`config.mk`:
```
export PLATFORM = sky130hd
export DESIGN_NAME = clk_div_prog_flat
export DESIGN_NICKNAME = d
export VERILOG_FILES = /design/src/rtl/clk_div_prog_pkg.sv /design/src/rtl/clk_div_prog_if.sv /design/src/rtl/clk_div_prog_ctr.sv /design/src/rtl/clk_div_prog.sv /design/src/flat_wrapper.sv
export SDC_FILE = /design/constraint.sdc
export NUM_CORES = 1
export LEC_CHECK = 0
export BUFFER_PORTS_ARGS = -buffer_cell sky130_fd_sc_hd__buf_2
export CAP_MARGIN = 15
export CELL_PAD_IN_SITES_DETAIL_PLACEMENT = 0
export CELL_PAD_IN_SITES_GLOBAL_PLACEMENT = 1
export CORE_UTILIZATION = 41
export DETAILED_ROUTE_END_ITERATION = 8
export PLACE_DENSITY_LB_ADDON = 0.1
export SLEW_MARGIN = 10
export SYNTH_ARGS = -nofsm -noshare
export SYNTH_HDL_FRONTEND = slang
export SYNTH_SLANG_ARGS = --single-unit
```
`constraint.sdc`:
```
create_clock -name clk -period 2.9 [get_ports clk]
set_input_delay 0.58 -clock clk [delete_from_list [all_inputs] [get_ports clk]]
set_output_delay 0.58 -clock clk [all_outputs]
set_load 0.02 [all_outputs]
```
`src/rtl/clk_div_prog_pkg.sv`:
```
// Shared constants, state encoding and half-period helper for the programmable divider.
package clk_div_pkg;

  localparam int unsigned DEF_WIDTH = 8;
  localparam int unsigned DEF_DIV   = 4;

  typedef enum logic {
    IDLE = 1'b0,
    RUN  = 1'b1
  } state_t;

  // ceil(n/2): number of high cycles in a period of n cycles
  function automatic logic [31:0] half_period(input logic [31:0] n);
    return (n >> 1) + {31'd0, n[0]};
  endfunction

endpackage

```
`src/rtl/clk_div_prog_if.sv`:
```
// Control/status bundle of the programmable divider.
interface clk_div_prog_if
  import clk_div_pkg::*;
#(
  parameter int unsigned WIDTH = DEF_WIDTH
);

  logic             en;
  logic [WIDTH-1:0] div;
  logic             load;
  logic             q;
  logic             tick;
  logic [WIDTH-1:0] div_act;

  modport master (output en, div, load, input q, tick, div_act);
  modport slave  (input en, div, load, output q, tick, div_act);

endinterface

```
`src/rtl/clk_div_prog_ctr.sv`:
```
// Wrap-at-N-1 period counter with synchronous clear; exposes next value and wrap flag.
module div_ctr
  import clk_div_pkg::*;
#(
  parameter int unsigned WIDTH = DEF_WIDTH
) (
  input  logic             clk,
  input  logic             rst,
  input  logic             clr,
  input  logic             adv,
  input  logic [WIDTH-1:0] n,
  output logic [WIDTH-1:0] cnt_next,
  output logic             wrap
);

  logic [WIDTH-1:0] cnt;

  // wrap detection and next count value
  always_comb begin
    wrap     = (cnt == n - WIDTH'(1));
    cnt_next = wrap ? '0 : cnt + WIDTH'(1);
  end

  // count register: clear restarts a period, advance steps within it
  always_ff @(posedge clk or negedge rst) begin
    if (!rst) begin
      cnt <= '0;
    end else if (clr) begin
      cnt <= '0;
    end else if (adv) begin
      cnt <= cnt_next;
    end
  end

endmodule

```
`src/rtl/clk_div_prog.sv`:
```
// Programmable divider: q high for ceil(N/2) of every N enabled cycles, tick at period
// start; divisor changes are staged and applied only at period boundaries.
module clk_div_prog
  import clk_div_pkg::*;
#(
  parameter int unsigned WIDTH       = DEF_WIDTH,
  parameter int unsigned DEFAULT_DIV = DEF_DIV
) (
  input  logic         clk,
  input  logic         rst,
  clk_div_prog_if.slave bus
);

  state_t           state, state_nx;
  logic [WIDTH-1:0] div_act, div_act_nx;
  logic [WIDTH-1:0] div_pend, div_pend_nx;
  logic             pend, pend_nx;
  logic             q_r, q_nx;
  logic             tick_r, tick_nx;
  logic [WIDTH-1:0] cnt_next;
  logic [WIDTH-1:0] half_cur;
  logic             wrap;
  logic             bnd;
  logic             ctr_clr, ctr_adv;

  assign ctr_clr = bus.en && (state == IDLE);
  assign ctr_adv = bus.en && (state == RUN);

  div_ctr #(.WIDTH(WIDTH)) u_ctr (
    .clk      (clk),
    .rst      (rst),
    .clr      (ctr_clr),
    .adv      (ctr_adv),
    .n        (div_act),
    .cnt_next (cnt_next),
    .wrap     (wrap)
  );

  // next state: divisor staging, boundary handling, q/tick generation
  always_comb begin
    state_nx    = state;
    div_act_nx  = div_act;
    div_pend_nx = div_pend;
    pend_nx     = pend;
    q_nx        = q_r;
    tick_nx     = 1'b0;
    half_cur    = WIDTH'(half_period(32'(div_act)));
    bnd         = bus.en && ((state == IDLE) || wrap);

    if (bus.load) begin
      div_pend_nx = bus.div;
      pend_nx     = 1'b1;
    end

    if (bnd) begin
      // a load on the boundary edge bypasses staging and governs the new period
      if (bus.load) begin
        div_act_nx = bus.div;
      end else if (pend) begin
        div_act_nx = div_pend;
      end
      pend_nx = 1'b0;
      if (div_act_nx == '0) begin
        state_nx = IDLE;
        q_nx     = 1'b0;
      end else begin
        state_nx = RUN;
        q_nx     = 1'b1;
        tick_nx  = 1'b1;
      end
    end else if (bus.en) begin
      q_nx = (cnt_next < half_cur);
    end
  end

  // state and output registers
  always_ff @(posedge clk or negedge rst) begin
    if (!rst) begin
      state    <= IDLE;
      div_act  <= WIDTH'(DEFAULT_DIV);
      div_pend <= '0;
      pend     <= 1'b0;
      q_r      <= 1'b0;
      tick_r   <= 1'b0;
    end else begin
      state    <= state_nx;
      div_act  <= div_act_nx;
      div_pend <= div_pend_nx;
      pend     <= pend_nx;
      q_r      <= q_nx;
      tick_r   <= tick_nx;
    end
  end

  assign bus.q       = q_r;
  assign bus.tick    = tick_r;
  assign bus.div_act = div_act;

endmodule

```
`src/flat_wrapper.sv`:
```
// flat-port wrapper written by rule: the top's interface ports become plain ports
module clk_div_prog_flat import clk_div_pkg::*;
#(
  parameter int unsigned WIDTH       = DEF_WIDTH,
  parameter int unsigned DEFAULT_DIV = DEF_DIV
)
  (clk, rst, bus_en, bus_div, bus_load, bus_q, bus_tick, bus_div_act);
  clk_div_prog_if #(.WIDTH(WIDTH)) bus_i ();
  input  logic clk;
  input  logic rst;
  input wire logic [$bits(bus_i.en)-1:0] bus_en;
  input wire logic [$bits(bus_i.div)-1:0] bus_div;
  input wire logic [$bits(bus_i.load)-1:0] bus_load;
  output wire logic [$bits(bus_i.q)-1:0] bus_q;
  output wire logic [$bits(bus_i.tick)-1:0] bus_tick;
  output wire logic [$bits(bus_i.div_act)-1:0] bus_div_act;
  assign bus_i.en = bus_en;
  assign bus_i.div = bus_div;
  assign bus_i.load = bus_load;
  assign bus_q = bus_i.q;
  assign bus_tick = bus_i.tick;
  assign bus_div_act = bus_i.div_act;
  clk_div_prog #(.WIDTH(WIDTH), .DEFAULT_DIV(DEFAULT_DIV)) u_core (.clk(clk), .rst(rst), .bus(bus_i));
endmodule
```
==> impl_metrics.json <==
{
  "status": "complete, but fails checks",
  "violations": "negative setup slack",
  "dp_hpwl_um": 3700,
  "grt_max_degree": 29,
  "holdWs_ns": 0.311,
  "ys_seq_area_share_pct": 34.5,
  "r2r-start": "u_core.bus.div_act[3]$_DFFE_PN0P_",
  "timing.rr.end": "u_core.bus.q$_DFFE_PN0P_",
  "fp.dieW_um": 72.4,
  "vias": 1721,
  "worstRegToRegCells": 13,
  "vias_per_cell": 5.43,
  "holdCritPathClass": "primary input to async pin",
  "yosysTopAreaCellShare_pct": 33.3,
  "rsz0062_at_grt": "true",
  "antenna_left": 0,
  "syn_inst": 220,
  "finalCriticalPeriod_ns": 2.93,
  "post-place-ws_ns": -0.192,
  "wl_per_cell_um": 15.5,
  "finalPower_mw": 2.27,
  "peakVddDrop_mv": 0.393,
  "start_kind": "flip-flop",
  "ios": 22,
  "synth-seq-cells": 28,
  "synth_edf_count": 0,
  "max_cap_violations": 0,
  "io_buffers": 21,
  "cts.htree.levels": 1,
  "worst_pin_slew_ns": 0.653,
  "drt_iter0_markers": 90,
  "crit_buf_inv": 0,
  "row_count": 25,
  "setup_ws_ns": -0.0294,
  "syn_area_um2": 2030,
  "synthArstFlopShare_pct": 100,
  "die_h_um": 72.4,
  "clk_pin_slew_ns": 0.10,
  "maxSlewHeadroom_pct": 56.4,
  "p_per_area_nw_per_um2": 934,
  "end_kind": "flip-flop",
  "arrival_ns": 3.11,
  "crit_path_cell_trace": "or4_4, or3_4, a22oi_4, o211ai_4, and2_4, ha_4, a21boi_2, o21ai_1, nand2b_1, a21oi_1, o21ai_1, nor3_1, a221o_1",
  "p_leak_nw": 1.11,
  "final_util_pct": 51.0,
  "root_buffer": "clkbuf_8",
  "avgSynthCellArea_um2": 9.24,
  "fp.dieArea_um2": 5240,
  "coreArea_um2": 4750,
  "grt_pass1_wl_um": 8320,
  "area_growth_pct": 19.4,
  "dr.pass1.iters": 6,
  "final_nets": 274,
  "drc_errors": 0,
  "gp_congestion": 0.829,
  "synth.area.top_cells": "dfrtp_1, ha_1, o21ai_0",
  "worstPathMaxFanout": 2,
  "r2r_slack_ns": -0.03,
  "finalSetupViolCount": 1,
  "crit_top_cell": "o21ai_1",
  "drive_gt1_share_pct": 27.2,
  "grt_pass1_vias": 1819,
  "overflow": 0,
  "fmax_ghz": 0.341,
  "min_period_over_period_pct": 101,
  "finalMaxSlewViolations": 0,
  "setup-tns-final_ns": -0.0294,
  "cp_top_family": "simple AND/OR/NAND/NOR gates",
  "crit_type": "flip-flop to flip-flop",
  "insertion_delay_ns": 0.29,
  "finClkSkew_ns": 0.00744,
  "synth-main-ff-cell": "dfrtp_1",
  "numCtsBuffers": 3,
  "antenna_found_initial": 0,
  "ys.warnings.count": 0,
  "cp_slowest_cell": "or4_4",
  "hold_violations": 0,
  "synth_top_cell_by_area": "dfrtp_1",
  "routed_wl_um": 4920,
  "cts_tree": "done",
  "syn-num-nets": 243,
  "synth_cell_types": 55,
  "grt_usage_pct": 20.6,
  "cts_max_path_buffers": 2,
  "cpPeakStageDelay_ns": 0.54,
  "cts.sinks": 28,
  "start_util_pct": 42.7,
  "n_antenna_cell": 0,
  "crit_required_ns": 3.08,
  "cp-startpoint": "u_core.bus.div_act[3]$_DFFE_PN0P_"
}
[kinds of logic (layout without fill, tap and decap cells)]
| group | count (synthesis) | count (layout) | synth area share, % |
|---|---|---|---|
| and+or+nand+nor | 65 | 65 | 17.8 |
| AOI/OAI and AO/OA | 59 | 59 | 21.7 |
| buffers and inverters | 30 | 60 | 6.28 |
| DFF | 28 | 28 | 34.5 |
| xor gates and xnor gates | 18 | 18 | 7.76 |
| adders and majority gates | 11 | 11 | 6.77 |
| muxes | 9 | 9 | 5.17 |
[layout by cell type (no fill, tap or decap), types with 9 or more instances in the layout]
master and instances:
buf_2 21, buf_4 18, dfrtp_1 26, ha_1 9, inv_1 16, nand2_1 20
nor2_1 10, o21ai_0 20, xor2_1 11
[state kept, by name (all words and copies together) (netlist names)]
register and flops:
u_core.pend 1, u_core.u_ctr.cnt 8, u_core.bus.div_act 8, u_core.div_pend 8, u_core.bus.tick 1, u_core.state 1
u_core.bus.q 1
[synth_stat cells (all sizes together) (2+ instances only)]
cell type / number
o31ai: 7
o211a: 2
xor2: 11
inv: 16
mux2i: 6
nand2b: 3
nor2: 11
clkbuf: 7
o211ai: 5
or3: 3
nor4: 3
nand4: 2
a21oi: 5
nor2b: 2
ha: 11
nand3: 6
a32oi: 3
buf: 6
or4: 2
o2bb2ai: 3
dfrtp: 27
nor3: 3
nor4b: 2
mux2: 3
nand2: 21
and3: 3
o21ai: 26
xnor2: 7
[final cells by class]
cell class / count / area [um^2]
Clock buffer: 3 / 41.3
Tap cell: 67 / 83.8
Multi-Input combinational cell: 162 / 1260
Clock inverter: 1 / 30.0
Timing Repair Buffer: 39 / 240
Fill cell: 465 / 2330
Sequential cell: 28 / 703
Inverter: 17 / 63.8
[where the power goes]
| group | internal, mW | leakage [nW] | total [mW] | switching, mW |
|---|---|---|---|---|
| Combinational | 0.612 | 0.739 | 1.33 | 0.719 |
| Clock | 0.185 | 0.0357 | 0.315 | 0.130 |
| Sequential | 0.498 | 0.339 | 0.620 | 0.122 |
[through the flow]
step                cell area (um^2)  std cells
global route                    2430        317
floorplan                       2040        220
finish                          2430        317
detailed placement              2300        312
global placement                2300        312
CTS                             2400        316
[layer usage]
layer  GRT usage, %  routed length [um]
met1           25.5                2200
met2           35.8                2490
met3           2.50                 118
met4           9.37                 114
met5              0                   0
[worst max-delay path by stage]
stage	to	slack, ns	depth (start not counted)
floorplan	u_core.bus.q$_DFFE_PN0P_	-0.12	14
global placement	u_core.bus.q$_DFFE_PN0P_	-0.02	12
detailed placement	u_core.bus.q$_DFFE_PN0P_	-0.19	14
CTS	u_core.bus.q$_DFFE_PN0P_	-0.05	13
global route	u_core.bus.q$_DFFE_PN0P_	-0.23	13
finish	u_core.bus.q$_DFFE_PN0P_	-0.03	13
[repair_timing]
action | CTS | global route
setup buffers | 0 | 1
hold buffers | 0 | 0
resized for setup | 5 | 5
pin swaps | 3 | 2
setup endpoints to repair | 1 | 1
Note: power is estimated with default switching activity, not from simulation.
